### config.mk
export PLATFORM = sky130hd
export DESIGN_NAME = boa_pmu_bus_flat
export DESIGN_NICKNAME = d
export VERILOG_FILES = /design/src/rtl/boa_pmu_bus_if.sv /design/src/rtl/boa_pmu_bus.sv /design/src/flat_wrapper.sv
export SDC_FILE = /design/constraint.sdc
export NUM_CORES = 1
export LEC_CHECK = 0
export BUFFER_PORTS_ARGS = -buffer_cell sky130_fd_sc_hd__buf_4
export CAP_MARGIN = 30
export CORE_UTILIZATION = 45
export CTS_BUF_LIST = sky130_fd_sc_hd__clkbuf_8
export CTS_CLUSTER_DIAMETER = 120
export DETAILED_ROUTE_END_ITERATION = 8
export GPL_TIMING_DRIVEN = 0
export PLACE_DENSITY = 0.63
export SLEW_MARGIN = 20
export SYNTH_ARGS = -nofsm -noshare
export SYNTH_HDL_FRONTEND = slang
export SYNTH_SLANG_ARGS = --single-unit
export TNS_END_PERCENT = 1
### constraint.sdc
create_clock -name clk -period 3.2 [get_ports clk]
set_input_delay 0.64 -clock clk [delete_from_list [all_inputs] [get_ports clk]]
set_output_delay 0.64 -clock clk [all_outputs]
set_load 0.01 [all_outputs]
### src/rtl/boa_pmu_bus_if.sv
// Simple zero-wait-state peripheral bus: read strobe, byte write enables, registered read data.
interface boa_pmu_bus_if #(
    parameter int ADDR_W = 12
);
    logic              bus_re;
    logic [3:0]        bus_we;
    logic [ADDR_W-1:0] bus_addr;
    logic [31:0]       bus_wdata;
    logic [31:0]       bus_rdata;
    logic              bus_ready;

    modport master (
        output bus_re, bus_we, bus_addr, bus_wdata,
        input  bus_rdata, bus_ready
    );

    modport slave (
        input  bus_re, bus_we, bus_addr, bus_wdata,
        output bus_rdata, bus_ready
    );
endinterface

### src/rtl/boa_pmu_bus.sv
// Power-management peripheral: shutdown/reset command register plus a one-shot watchdog.
// Reads return one cycle after the strobe; bus_ready is tied high, so there is never backpressure.
module boa_pmu_bus #(
    parameter int                ADDR_W = 12,
    parameter logic [ADDR_W-1:0] BASE   = 'h700
) (
    input  logic            clk,
    input  logic            rst,
    boa_pmu_bus_if.slave    bus,
    output logic            pmb_shdn,
    output logic            pmb_rst
);
    localparam logic [31:0] CMD_SHDN = 32'h0000_5AF0;
    localparam logic [31:0] CMD_RST  = 32'h0000_5A5E;

    logic        sel;
    logic [1:0]  idx;
    logic        cmd_wr;
    logic        load_wr;
    logic        expire;
    logic        wdt_en;
    logic [31:0] wdt_load;
    logic [31:0] wdt_cnt;
    logic [31:0] load_next;
    logic [31:0] rd_mux;
    logic        unused_addr_lsb;

    assign sel             = (bus.bus_addr[ADDR_W-1:4] == BASE[ADDR_W-1:4]);
    assign idx             = bus.bus_addr[3:2];
    assign unused_addr_lsb = ^bus.bus_addr[1:0];
    assign bus.bus_ready   = 1'b1;

    assign cmd_wr  = sel && (idx == 2'd0) && (bus.bus_we == 4'hF);
    assign load_wr = sel && (idx == 2'd1) && (bus.bus_we != 4'h0);
    assign expire  = wdt_en && (wdt_cnt == 32'd0);

    always_comb begin
        load_next = wdt_load;
        for (int b = 0; b < 4; b++) begin
            if (bus.bus_we[b]) begin
                load_next[8*b +: 8] = bus.bus_wdata[8*b +: 8];
            end
        end
    end

    always_comb begin
        rd_mux = 32'd0;
        case (idx)
            2'd1:    rd_mux = wdt_load;
            2'd2:    rd_mux = wdt_cnt;
            2'd3:    rd_mux = {29'd0, wdt_en, pmb_rst, pmb_shdn};
            default: rd_mux = 32'd0;
        endcase
    end

    always_ff @(posedge clk) begin
        if (rst) begin
            bus.bus_rdata <= 32'd0;
            wdt_load      <= 32'd0;
            wdt_cnt       <= 32'd0;
            wdt_en        <= 1'b0;
            pmb_shdn      <= 1'b0;
            pmb_rst       <= 1'b0;
        end else begin
            // Unselected cycles drive zero so several peripherals can be OR-merged.
            bus.bus_rdata <= (bus.bus_re && sel) ? rd_mux : 32'd0;

            // A reload beats both the decrement and an expiry landing in the same cycle.
            if (load_wr) begin
                wdt_load <= load_next;
                wdt_cnt  <= load_next;
                wdt_en   <= (load_next != 32'd0);
            end else if (expire) begin
                wdt_en   <= 1'b0;
            end else if (wdt_en) begin
                wdt_cnt  <= wdt_cnt - 32'd1;
            end

            if (cmd_wr && (bus.bus_wdata == CMD_SHDN)) begin
                pmb_shdn <= 1'b1;
            end
            if ((cmd_wr && (bus.bus_wdata == CMD_RST)) || (expire && !load_wr)) begin
                pmb_rst <= 1'b1;
            end
        end
    end
endmodule

### src/flat_wrapper.sv
// flat-port wrapper written by rule: the top's interface ports become plain ports
module boa_pmu_bus_flat 
#(
    parameter int                ADDR_W = 12,
    parameter logic [ADDR_W-1:0] BASE   = 'h700
)
  (clk, rst, pmb_shdn, pmb_rst, bus_bus_re, bus_bus_we, bus_bus_addr, bus_bus_wdata, bus_bus_rdata, bus_bus_ready);
  boa_pmu_bus_if #(.ADDR_W(ADDR_W)) bus_i ();
  input  logic clk;
  input  logic rst;
  output logic pmb_shdn;
  output logic pmb_rst;
  input wire logic [$bits(bus_i.bus_re)-1:0] bus_bus_re;
  input wire logic [$bits(bus_i.bus_we)-1:0] bus_bus_we;
  input wire logic [$bits(bus_i.bus_addr)-1:0] bus_bus_addr;
  input wire logic [$bits(bus_i.bus_wdata)-1:0] bus_bus_wdata;
  output wire logic [$bits(bus_i.bus_rdata)-1:0] bus_bus_rdata;
  output wire logic [$bits(bus_i.bus_ready)-1:0] bus_bus_ready;
  assign bus_i.bus_re = bus_bus_re;
  assign bus_i.bus_we = bus_bus_we;
  assign bus_i.bus_addr = bus_bus_addr;
  assign bus_i.bus_wdata = bus_bus_wdata;
  assign bus_bus_rdata = bus_i.bus_rdata;
  assign bus_bus_ready = bus_i.bus_ready;
  boa_pmu_bus #(.ADDR_W(ADDR_W), .BASE(BASE)) u_core (.clk(clk), .rst(rst), .bus(bus_i), .pmb_shdn(pmb_shdn), .pmb_rst(pmb_rst));
endmodule
; After elaboration in Yosys (flattened, before gate mapping)
; Cells that the tools add are included.
; Widths: inputs -> output; s select.
[word_totals]
reg_bits = 99
input_bits = 51
word_cells = 45
[classes]
addsub = 1
eq_ne = 8
mux = 10
n_bitwise = 1
reduce_logical = 19
[ops]
columns = op, n
row1 = $mux 32, 3
row2 = $pmux 32 s3, 1
row3 = $eq 32x15->1 const B, 2
row4 = $logic_not 32->1, 1
row5 = $mux 8, 4
row6 = $reduce_bool 32->1, 1
row7 = $sub 32x1->32 const B, 1
row8 = $logic_and 1x1->1, 9
row9 = $eq 8x7->1 const B, 1
row10 = $eq 2x2->1 const B, 2
row11 = $eq 4x4->1 const B, 1
row12 = $reduce_bool 2->1, 2
row13 = $reduce_bool 4->1, 1
row14 = $eq 2x1->1 const B, 1
row15 = $logic_not 2->1, 1
row16 = $mux 1, 2
row17 = $ne 2x1->1 const B, 1
row18 = $reduce_and 2->1, 1
row19 = $reduce_or 2->1, 1
row20 = $logic_not 1->1, 1
row21 = $logic_or 1x1->1, 1
row22 = $not 1->1, 1

; Depth between registers and ports, before layout
[logic_depth]
word_depth = 6
mapped_depth = 9

; Least setup slack after synthesis
; No wires, ideal clock.
[synth_path]
path_kind = input to register
start = input port bus_bus_addr[5]
end = register u_core.wdt_cnt[10]
setup_ns = 0.137
arrival_time_ns = 2.467
t_required_ns = 3.063
slack_ns = 0.596
stages = 6
path_cell_list = or4_1 > or4b_2 > clkbuf_1 > clkbuf_1 > o21ai_0 > a31oi_1
[synth_via]
elab_chain_len = 5
word_cells_on_any_way = 7
cone_classes = 2 x eq/ne / 1 x mux / 4 x reduce/logical
[synth_rtl]
columns = element, line
row1 = from (decl), flat_wrapper.sv:15  ; input wire logic [$bits(bus_i.bus_addr)-1:0] bus_bus_addr;
row2 = $eq 8x7->1 *, boa_pmu_bus.sv:28  ; assign sel = (bus.bus_addr[ADDR_W-1:4] == BASE[ADDR_W-1:4]);
row3 = $logic_and 1x1->1 * (2 in a row), boa_pmu_bus.sv:34  ; assign load_wr = sel && (idx == 2'd1) && (bus.bus_we != 4'h0);
row4 = $ne 2x1->1 (no line) / $reduce_bool 2->1 (equally long branches), -
row5 = $reduce_and 2->1 (no line), -
row6 = to (signal assigned), boa_pmu_bus.sv:71  ; wdt_cnt <= load_next;
row7 = to (signal assigned), boa_pmu_bus.sv:76  ; wdt_cnt <= wdt_cnt - 32'd1;
row8 = to (decl), boa_pmu_bus.sv:23  ; logic [31:0] wdt_cnt;
; Mark *: on every way between the ends. The rest lies on a longest branch, timed or not.
; A chain may end at the register's enable or synchronous reset.

; Worst setup path after layout
[layout_path]
start = input port bus_bus_addr[5]
end = register u_core.wdt_load[0]
[layout_via]
elab_chain_len = 3
[layout_rtl]
columns = element, line
row1 = $eq 8x7->1, boa_pmu_bus.sv:28
row2 = $logic_and 1x1->1 (2 in a row), boa_pmu_bus.sv:34
row3 = to (signal assigned), boa_pmu_bus.sv:70  ; wdt_load <= load_next;
row4 = to (decl), boa_pmu_bus.sv:22  ; logic [31:0] wdt_load;
; No other way between the ends.

==> impl_metrics.yaml <==
yosys:
  syn_area_per_cell_sq_um: 8.42
  ys_seq_area_frac: 0.396
  async_reset_ff_frac: 0
  synth_area_leaders: "dfxtp_1, a21oi_1, a22oi_1"
  netlist_instances: 594
  yosysUniqueCellTypes: 67
  yosysWarnings: 0
  synthTopCellsByCount: "dfxtp_1, nor2_1, a21oi_1"
  synth.net_count: 646
  synth_ff_type: "dfxtp_1"
  yosysTopAreaCellShare: 0.396
  synth-seq-cells: 99
  syn-cell-area_sq_mm: 0.00500
  synth_edf_count: 0
  synth_top_cell_by_area: "dfxtp_1"
  yosysMostFrequentCell: "dfxtp_1"
floorplan:
  floorplan.initialDensity: 0.461
  die_x_um: 107
  core_area_sq_mm: 0.0108
  die-height_um: 107
  io_pins: 86
  dieArea_sq_mm: 0.0115
  rows: 38
grt:
  grt_pass1_vias: 4967
  grt_pass1_wl_um: 27000
  grt_max_degree: 18
  gr-total-overflow: 0
  grtUsageTotal: 0.314
  antenna_found_initial: 0
pwr:
  power_density_mw_per_mm2: 367
  leakagePower_uw: 0.00218
  p_int_uw: 1600
  p_sw_uw: 594
  ir_drop_mv: 0.200
  p_comb_frac: 0.096
  swShare: 0.270
  clock_power_share: 0.343
  p_seq_frac: 0.562
critical_path:
  startpoint_type: "input port"
  cp_max_fo: 10
  r2r_end: "u_core.wdt_cnt[1]"
  path_class: "input port to flop"
  worst_ep_arrival_time_ps: 3250
  cp.required_ps: 3530
  reg2reg_setup_slack_ps: 410
  end_kind: "flop"
  r2r_start: "u_core.wdt_cnt[17]"
  r2r_cells: 8
clock_network:
  cts.htree.levels: 3
  cts_buffer_depth: 2
  cts_tree: "done"
  ctsRootBufferMaster: "clkbuf_8"
  clk_pin_slew_ps: 100
  cts_buffers: 9
  numClockSinks: 99
  post-cts-setup-buffers: 0
  clock_latency_ps: 390
placed_design:
  io_buffers: 81
  hpwl_um: 12900
  place.gp.congestion: 0.952
  place_inst: 816
drt:
  drtPass1Iterations: 5
  routed_wl_um: 17700
  drt_iter0_markers: 613
  ant_nets: 0
  dr_total_vias: 5303
  post_drt_wl_per_cell_um: 21.3
  vias_per_cell: 6.37
  drt_drc_violations_left: 0
sta:
  setup-tns-final_ps: 0
  max_slew_margin: 0.497
  setup_violations: 0
  worstMarginPinSlew_ps: 748
  max_freq_ghz: 0.342
  hold_viol: 0
  drv_slew: 0
  fin_skew_ps: 9.95
  period_needed_ps: 2920
  fin_crit_sh: 0.913
  rsz0062_at_grt: "no"
layout:
  fin_cells: 832
  register_area_sq_mm: 0.00198
  multi_input_area_sq_mm: 0.00279
  num-fill-cells: 1091
  drive_above_1_share: 0.189
  fin_util: 0.552
  layout.nets: 739
  syn_to_final_growth_pct: 19.6
  diodes: 0
status:
  status: "complete, no violations"
worst_hold_path:
  holdPathEnd: "u_core.wdt_load[2]"
  whs_path_depth: 2
  worstHoldPathType: "flop to flop"
  min-delay-start: "u_core.wdt_load[2]"
job:
  maxCapViolCount: 0
cell type report:
type,instances,area share
Multi-Input combinational cell,440,0.466
Sequential cell,99,0.331
Timing Repair Buffer,82,0.103
Buffer,51,0.0375
Tap cell,140,0.0293
Clock buffer,9,0.0207
Clock inverter,7,0.00879
Inverter,4,0.00251
what timing repair did:
| action | 4_1_cts | 5_1_grt |
|---|---|---|
| hold buffers | 0 | 0 |
| resized for setup | 1 | 2 |
| setup endpoints to repair | 10 | 1 |
worst max-delay path by stage:
stage | from | cells after the start | slack [ps] | end
2_1_floorplan | bus_bus_addr[5] | 6 | 600 | u_core.wdt_cnt[10]
3_3_place_gp | bus_bus_addr[5] | 7 | -430 | u_core.wdt_load[0]
3_5_place_dp | bus_bus_addr[5] | 7 | -450 | u_core.wdt_load[0]
4_1_cts | bus_bus_addr[5] | 7 | 170 | u_core.wdt_load[0]
5_1_grt | bus_bus_addr[5] | 7 | 200 | u_core.wdt_load[0]
6_report | bus_bus_addr[5] | 7 | 280 | u_core.wdt_load[0]
state kept, by name, indices dropped and copies added (netlist names):
signal / count
u_core.wdt_cnt: 32
u_core.bus.bus_rdata: 32
u_core.wdt_load: 32
u_core.pmb_shdn: 1
u_core.pmb_rst: 1
u_core.wdt_en: 1
layout by cell type, fill, tap and decap left out, types with 20 or more instances in the layout:
master,synthesis,layout
a21oi_1,50,50
nand3_1,30,30
mux2i_1,20,20
buf_4,2,83
a22oi_1,32,32
nor3_1,20,20
nor2_1,57,57
dfxtp_1,99,99
clkbuf_1,38,37
nand2_1,48,48
logic make-up (layout without fill, tap and decap cells):
kind of cell | count (synthesis) | count (layout) | share of synthesized area
simple gates | 239 | 239 | 0.255
compound gates | 167 | 167 | 0.232
flops | 99 | 99 | 0.396
buf+inv | 55 | 153 | 0.0475
mux | 30 | 30 | 0.0626
xor+xnor | 2 | 2 | 0.00350
fa+ha+maj | 1 | 1 | 0.00250
other cells | 1 | 1 | 0.000750
per-stage QoR:
| stage | worst slack, ps | hold WS, ps | power (uW) | area (sq um) |
|---|---|---|---|---|
| after floorplan | 596 | 447 | 1360 | 5000 |
| after global placement | -431 | 470 | 1460 | 5780 |
| after detailed placement | -451 | 478 | 1470 | 5790 |
| after CTS | 175 | 489 | 2210 | 5980 |
| after global routing | 199 | 512 | 2260 | 5980 |
| final | 279 | 492 | 2200 | 5980 |
power by group through the flow:
stage / logic (uW) / clock network, uW / registers, uW
after CTS: 205 / 769 / 1230
after global routing: 223 / 802 / 1230
after detailed placement: 203 / 0 / 1260
after floorplan: 96.6 / 0 / 1260
final: 210 / 753 / 1230
after global placement: 202 / 0 / 1260
critical path: stages:
cell      delay (ps)
buf_4            100
or4_1            670
nor4b_4          610
clkbuf_2         430
clkbuf_1         610
nor2_1            80
nor2_1           110
layer usage:
layer  vias to the layer above  part of all wire  GRT usage
li1                       2440                 -          -
met1                      2507              0.42      0.422
met2                       315              0.45      0.484
met3                        41             0.096     0.0557
met4                         0             0.027      0.152
met5                         -                 0          0
Note: power is estimated with default switching activity, not from simulation.
